File: config.mk
export PLATFORM = sky130hd
export DESIGN_NAME = bf16_mac_feeder
export DESIGN_NICKNAME = d
export VERILOG_FILES = /design/src/rtl/bf16_feeder_pkg.sv /design/src/rtl/bf16_pair_fifo.sv /design/src/rtl/bf16_mac_feeder.sv
export SDC_FILE = /design/constraint.sdc
export NUM_CORES = 1
export LEC_CHECK = 0
export CAP_MARGIN = 30
export CORE_ASPECT_RATIO = 0.6
export CORE_UTILIZATION = 45
export CTS_CLUSTER_SIZE = 40
export DETAILED_ROUTE_END_ITERATION = 8
export PLACE_DENSITY_LB_ADDON = 0.08
export SYNTH_ARGS = -nofsm -noshare
export SYNTH_HDL_FRONTEND = slang
export SYNTH_SLANG_ARGS = --single-unit
File: constraint.sdc
create_clock -name clk -period 2.4 [get_ports clk]
set_input_delay 0.72 -clock clk [delete_from_list [all_inputs] [get_ports clk]]
set_output_delay 0.72 -clock clk [all_outputs]
set_load 0.02 [all_outputs]
File: src/rtl/bf16_feeder_pkg.sv
// Shared types and constants for the bf16 MAC operand feeder.
// Optional statistics counters are enabled with `define BF16_FEEDER_STATS_EN.
package bf16_feeder_pkg;

    localparam int unsigned BF16_W = 16;
    localparam int unsigned STAT_W = 16;

    typedef logic [BF16_W-1:0] bf16_t;

    typedef struct packed {
        logic  last;
        bf16_t a;
        bf16_t b;
    } pair_t;

    typedef enum logic [1:0] {
        ISSUE = 2'd0,
        DRAIN = 2'd1,
        HOLD  = 2'd2
    } feeder_state_t;

    localparam bf16_t BF16_ZERO = 16'h0000;
    localparam logic  CNTL_LOAD = 1'b1;
    localparam logic  CNTL_ACC  = 1'b0;

    // Saturating increment for the statistics counters
    function automatic logic [STAT_W-1:0] sat_inc(input logic [STAT_W-1:0] v);
        return (v == {STAT_W{1'b1}}) ? v : v + STAT_W'(1);
    endfunction

endpackage

File: src/rtl/bf16_pair_fifo.sv
// Synchronous FIFO of operand pairs; a push is refused whenever the FIFO is full,
// even if a pop happens in the same cycle.
module bf16_pair_fifo
    import bf16_feeder_pkg::*;
#(
    parameter int unsigned DEPTH = 4
) (
    input  logic                       clk,
    input  logic                       rst_n,
    input  logic                       push,
    input  pair_t                      push_data,
    input  logic                       pop,
    output pair_t                      head_c,
    output logic                       full,
    output logic                       empty,
    output logic [$clog2(DEPTH+1)-1:0] count
);

    localparam int unsigned AW = $clog2(DEPTH);
    localparam int unsigned CW = $clog2(DEPTH + 1);

    pair_t         mem [DEPTH];
    logic [AW-1:0] wr_ptr;
    logic [AW-1:0] rd_ptr;
    logic          do_push;
    logic          do_pop;
    logic [CW-1:0] count_nxt;

    always_comb begin
        do_push   = push && !full;
        do_pop    = pop && !empty;
        count_nxt = count + CW'(do_push) - CW'(do_pop);
    end

    assign head_c = mem[rd_ptr];

    always_ff @(posedge clk) begin
        if (do_push) begin
            mem[wr_ptr] <= push_data;
        end
    end

    // Pointers wrap naturally because DEPTH is a power of two
    always_ff @(posedge clk or negedge rst_n) begin
        if (!rst_n) begin
            wr_ptr <= '0;
            rd_ptr <= '0;
            count  <= '0;
            full   <= 1'b0;
            empty  <= 1'b1;
        end else begin
            if (do_push) begin
                wr_ptr <= wr_ptr + AW'(1);
            end
            if (do_pop) begin
                rd_ptr <= rd_ptr + AW'(1);
            end
            count <= count_nxt;
            full  <= (count_nxt == CW'(DEPTH));
            empty <= (count_nxt == '0);
        end
    end

endmodule

File: src/rtl/bf16_mac_feeder.sv
// Operand sequencer for the bf16 MAC: issues buffered pairs, marks vector starts,
// drains the MAC pipeline and holds the result. Define BF16_FEEDER_STATS_EN for counters.
module bf16_mac_feeder
    import bf16_feeder_pkg::*;
#(
    parameter int unsigned DEPTH   = 4,
    parameter int unsigned MAC_LAT = 1
) (
    input  logic        clk,
    input  logic        rst_n,
    input  logic        in_valid,
    output logic        in_ready,
    input  logic [15:0] in_a,
    input  logic [15:0] in_b,
    input  logic        in_last,
    output logic [15:0] mac_a,
    output logic [15:0] mac_b,
    output logic        mac_cntl,
    input  logic [15:0] mac_out,
    output logic        res_valid,
    output logic [15:0] res_data,
    input  logic        res_ready
`ifdef BF16_FEEDER_STATS_EN
    ,
    output logic [15:0] vec_count,
    output logic [15:0] pair_count
`endif
);

    localparam int unsigned CW = $clog2(DEPTH + 1);
    localparam int unsigned DW = (MAC_LAT < 2) ? 1 : $clog2(MAC_LAT + 1);

    feeder_state_t state;
    logic          first_flag;
    logic [DW-1:0] drain_cnt;

    pair_t         push_data;
    pair_t         head_c;
    logic          fifo_full;
    logic          fifo_empty;
    logic [CW-1:0] fifo_count;
    logic          pop_c;

    always_comb begin
        push_data      = '0;
        push_data.last = in_last;
        push_data.a    = in_a;
        push_data.b    = in_b;
        pop_c          = (state == ISSUE) && !fifo_empty;
    end

    assign in_ready = !fifo_full;

    bf16_pair_fifo #(
        .DEPTH (DEPTH)
    ) u_fifo (
        .clk       (clk),
        .rst_n     (rst_n),
        .push      (in_valid),
        .push_data (push_data),
        .pop       (pop_c),
        .head_c    (head_c),
        .full      (fifo_full),
        .empty     (fifo_empty),
        .count     (fifo_count)
    );

    // Sequencer: bubbles (+0.0, accumulate) are the default on every cycle nothing issues
    always_ff @(posedge clk or negedge rst_n) begin
        if (!rst_n) begin
            state      <= ISSUE;
            first_flag <= 1'b1;
            drain_cnt  <= '0;
            mac_a      <= BF16_ZERO;
            mac_b      <= BF16_ZERO;
            mac_cntl   <= CNTL_ACC;
            res_valid  <= 1'b0;
            res_data   <= BF16_ZERO;
        end else begin
            mac_a    <= BF16_ZERO;
            mac_b    <= BF16_ZERO;
            mac_cntl <= CNTL_ACC;
            case (state)
                ISSUE: begin
                    if (pop_c) begin
                        mac_a      <= head_c.a;
                        mac_b      <= head_c.b;
                        mac_cntl   <= first_flag ? CNTL_LOAD : CNTL_ACC;
                        first_flag <= head_c.last;
                        if (head_c.last) begin
                            state     <= DRAIN;
                            drain_cnt <= DW'(MAC_LAT);
                        end
                    end
                end
                DRAIN: begin
                    if (drain_cnt == '0) begin
                        res_data  <= mac_out;
                        res_valid <= 1'b1;
                        state     <= HOLD;
                    end else begin
                        drain_cnt <= drain_cnt - DW'(1);
                    end
                end
                HOLD: begin
                    if (res_ready) begin
                        res_valid <= 1'b0;
                        state     <= ISSUE;
                    end
                end
                default: state <= ISSUE;
            endcase
        end
    end

`ifdef BF16_FEEDER_STATS_EN
    // Saturating vector and issued-pair counters
    always_ff @(posedge clk or negedge rst_n) begin
        if (!rst_n) begin
            vec_count  <= '0;
            pair_count <= '0;
        end else begin
            if (res_valid && res_ready) begin
                vec_count <= sat_inc(vec_count);
            end
            if (pop_c) begin
                pair_count <= sat_inc(pair_count);
            end
        end
    end
`endif

    a_full_matches_count: assert property (@(posedge clk) disable iff (!rst_n)
        fifo_full == (fifo_count == CW'(DEPTH)));

endmodule

==> results.py, run 1 <==
metrics = {
    "status": {
        "status": "completed",
    },
    "die": {
        "die_h_microns": 99.27,
        "die_w_microns": 164.1,
        "io-pin-count": 104,
        "start_util_pct": 46.16,
        "core_sq_mm": 0.01537,
        "rows": 35,
        "dieArea_sq_mm": 0.01629,
    },
    "cts": {
        "postCtsSetupBuffers": 0,
        "cts.path.max_buffers": 2,
        "cts.clk_slew.worst_paths_ps": 70,
        "cts.sinks": 195,
        "cts_buffers": 17,
        "cts_root_buf": "clkbuf_16",
        "cts_max_level": 4,
        "cts_tree": "done",
        "insertion_delay_ps": 420,
    },
    "detailed_routing": {
        "vias_per_cell": 4.949,
        "highest_layer": "met4",
        "wl_met1_mm": 5.813,
        "via_count": 3331,
        "dr_wl_met3_microns": 530,
        "dr.pass1.iters": 5,
        "drt_iter0_drc": 192,
        "drc_errors": 0,
        "route.antenna.remaining_nets": 0,
        "wl_met2_mm": 5.704,
        "wire_per_inst_microns": 18.10,
        "drt-total-wl_mm": 12.18,
    },
    "synthesis": {
        "synth_warnings": 0,
        "synthTopCellsByCount": "edfxtp_1, dfrtp_1, and2_1",
        "syn_avg_cell_area_sq_um": 21.24,
        "ys_types": 30,
        "synth_area_sq_mm": 0.007096,
        "synthCells": 334,
        "synth_top_area_cell": "edfxtp_1",
        "yosysMostFrequentCell": "edfxtp_1",
        "synth_ff_type": "edfxtp_1",
        "synth_top_area_share_pct": 55.86,
        "synth_edf_count": 132,
        "synth_seq_cells": 195,
        "synth_area_leaders": "edfxtp_1, dfrtp_1, mux4_2",
        "ys_seq_area_share_pct": 78.12,
        "synthArstFlopShare_pct": 32.31,
        "syn_nets": 394,
    },
    "placement": {
        "gp_congestion": 0.7276,
        "placedCellCount": 641,
        "dp_hpwl_mm": 7.569,
        "place_area_sq_mm": 0.008527,
        "port_buffers": 103,
        "pre_cts_slack_ps": -196.4,
    },
    "grt": {
        "antenna_found_initial": 0,
        "track_usage_pct": 16.49,
        "grt_pass1_wl_mm": 19.43,
        "grt_pass1_vias": 3526,
        "grt_max_degree": 36,
        "grt_overflow": 0,
    },
    "finish": {
        "fin_cells": 673,
        "syn2layout_area_growth_pct": 28.44,
        "multi_input_area_sq_mm": 0.001444,
        "fillers": 1098,
        "drive_gt1_share_pct": 21.91,
        "antenna-diode-count": 0,
        "regArea_sq_mm": 0.005545,
        "nNetsFinal": 517,
        "utilization_pct": 59.29,
        "finalInstanceArea_sq_mm": 0.009114,
    },
    "sta": {
        "worst_slew_pin_slew_ps": 532.0,
        "fmax_ghz": 0.4456,
        "hold_violations": 0,
        "hold_ws_ps": 229.1,
        "setup_viol": 0,
        "period_share_pct": 93.51,
        "rsz0062_at_grt": "no",
        "slew_headroom_pct": 64.53,
        "fin_skew_ps": 13.70,
        "finalMaxSlewViolations": 0,
        "min_period_ps": 2244,
        "setup_ws_ps": 155.8,
    },
    "critical_path": {
        "cp.arrival_ps": 2590,
        "crit_path_start_kind": "register",
        "crit_type": "reg -> reg",
        "end_kind": "register",
        "crit_required_ps": 2750,
        "cp_max_fo": 5,
        "ff2ff_setup_slack_ps": 160,
    },
    "power": {
        "ir_worst_vdd_mv": 0.5768,
        "p_leak_nw": 3.326,
        "power.density_mw_per_mm2": 1251,
    },
    "flow_run": {
        "maxCapViolCount": 0,
    },
    "worst_hold_path": {
        "hp-class": "in -> async",
    },
}
cell families (layout without fill, tap and decap cells):
family          count (synthesis)  after routing  synth area share [%]
flops                         195            195                 78.12
mux                            49             49                 13.23
simple gates                   47             47                 4.214
buf+inv                        23            159                 1.781
compound gates                  8              8                0.7052
fa+ha+maj                       7              7                 1.340
xor+xnor                        5              5                0.6171
layout by cell type, fill, tap and decap left out, types with 2 or more instances in the layout:
cell / netlist / routed
a21o_1: 3 / 3
and2_1: 37 / 33
and2_2: 0 / 4
buf_12: 0 / 10
buf_4: 1 / 5
clkbuf_16: 0 / 17
clkdlybuf4s50_1: 0 / 102
clkinv_2: 0 / 3
clkinvlp_4: 0 / 4
dfrtp_1: 61 / 59
dfrtp_2: 0 / 2
dfstp_2: 2 / 2
edfxtp_1: 132 / 132
ha_1: 6 / 6
inv_1: 9 / 9
inv_6: 0 / 4
inv_8: 0 / 2
mux2_1: 3 / 3
mux2_2: 13 / 13
mux4_1: 4 / 4
mux4_2: 29 / 29
nand2_1: 2 / 2
o21ai_0: 3 / 3
xnor2_1: 5 / 4
layer usage:
layer	vias up	global-route usage, %
met1	1728	23.06
met2	76	25.38
met3	11	4.045
met5	-	0
li1	1516	-
met4	0	5.983
final cells by class:
cell class | count | area share, %
Clock buffer | 17 | 4.668
Clock inverter | 15 | 1.634
Timing Repair Buffer | 117 | 13.81
Multi-Input combinational cell | 116 | 15.84
Sequential cell | 195 | 60.85
Inverter | 10 | 0.4119
Tap cell | 203 | 2.787
where the power goes:
group | switching, mW | internal, mW | leakage (nW)
logic | 1.74 | 2.00 | 1.07
clock network | 1.27 | 1.46 | 0.273
registers | 0.392 | 4.53 | 1.99
worst paths after layout:
kind | start | to | cells after the start
max | state[0]$_DFFE_PN0P_ | u_fifo.full$_DFF_PN0_ | 9
min | rst_n | mac_b[2]$_DFF_PN0_ | 1
max reg2reg | state[0]$_DFFE_PN0P_ | u_fifo.full$_DFF_PN0_ | 9
min reg2reg | res_data[13]$_DFFE_PN0P_ | res_data[13]$_DFFE_PN0P_ | 1
max in group asynchronous | rst_n | u_fifo.empty$_DFF_PN1_ | 2
min in group clk | res_data[13]$_DFFE_PN0P_ | res_data[13]$_DFFE_PN0P_ | 1
metrics by stage:
step	TNS, ps	power (mW)
2_1_floorplan	0	7.222
3_3_place_gp	-52.37	8.723
3_5_place_dp	-228.0	8.783
4_1_cts	0	11.53
5_1_grt	0	12.02
6_report	0	11.40
critical path, cell delays in order, from the launching register on:
cell	delay, ps
dfrtp_1	420
or3_4	410
inv_2	70
ha_1	210
inv_1	60
ha_1	130
inv_1	50
fa_1	420
xnor2_2	210
nor3b_2	190
flip-flops by register name (all words and copies together), names as in the netlist:
signal	count
drain_cnt	1
first_flag	1
mac_a	16
mac_b	16
mac_cntl	1
res_data	16
res_valid	1
state	2
u_fifo.count	3
u_fifo.empty	1
u_fifo.full	1
u_fifo.mem	132
u_fifo.rd_ptr	2
u_fifo.wr_ptr	2
what timing repair did:
item                                    CTS  global route
hold endpoints to repair                  0             0
gates resized for setup                   0             2
hold buffers                              0             0
endpoints found under the setup margin    0             1
Note: power is estimated with default switching activity, not from simulation.
==> run 2: changes to the inputs <==
--- a/config.mk
+++ b/config.mk
@@ -5,7 +5,7 @@
 export SDC_FILE = /design/constraint.sdc
 export NUM_CORES = 1
 export LEC_CHECK = 0
-export CAP_MARGIN = 30
+export CAP_MARGIN = 5
 export CORE_ASPECT_RATIO = 0.6
 export CORE_UTILIZATION = 45
 export CTS_CLUSTER_SIZE = 40
==> results of run 2 <==
Same layout as run 1: the final DEF is identical, and so are final timing and power.
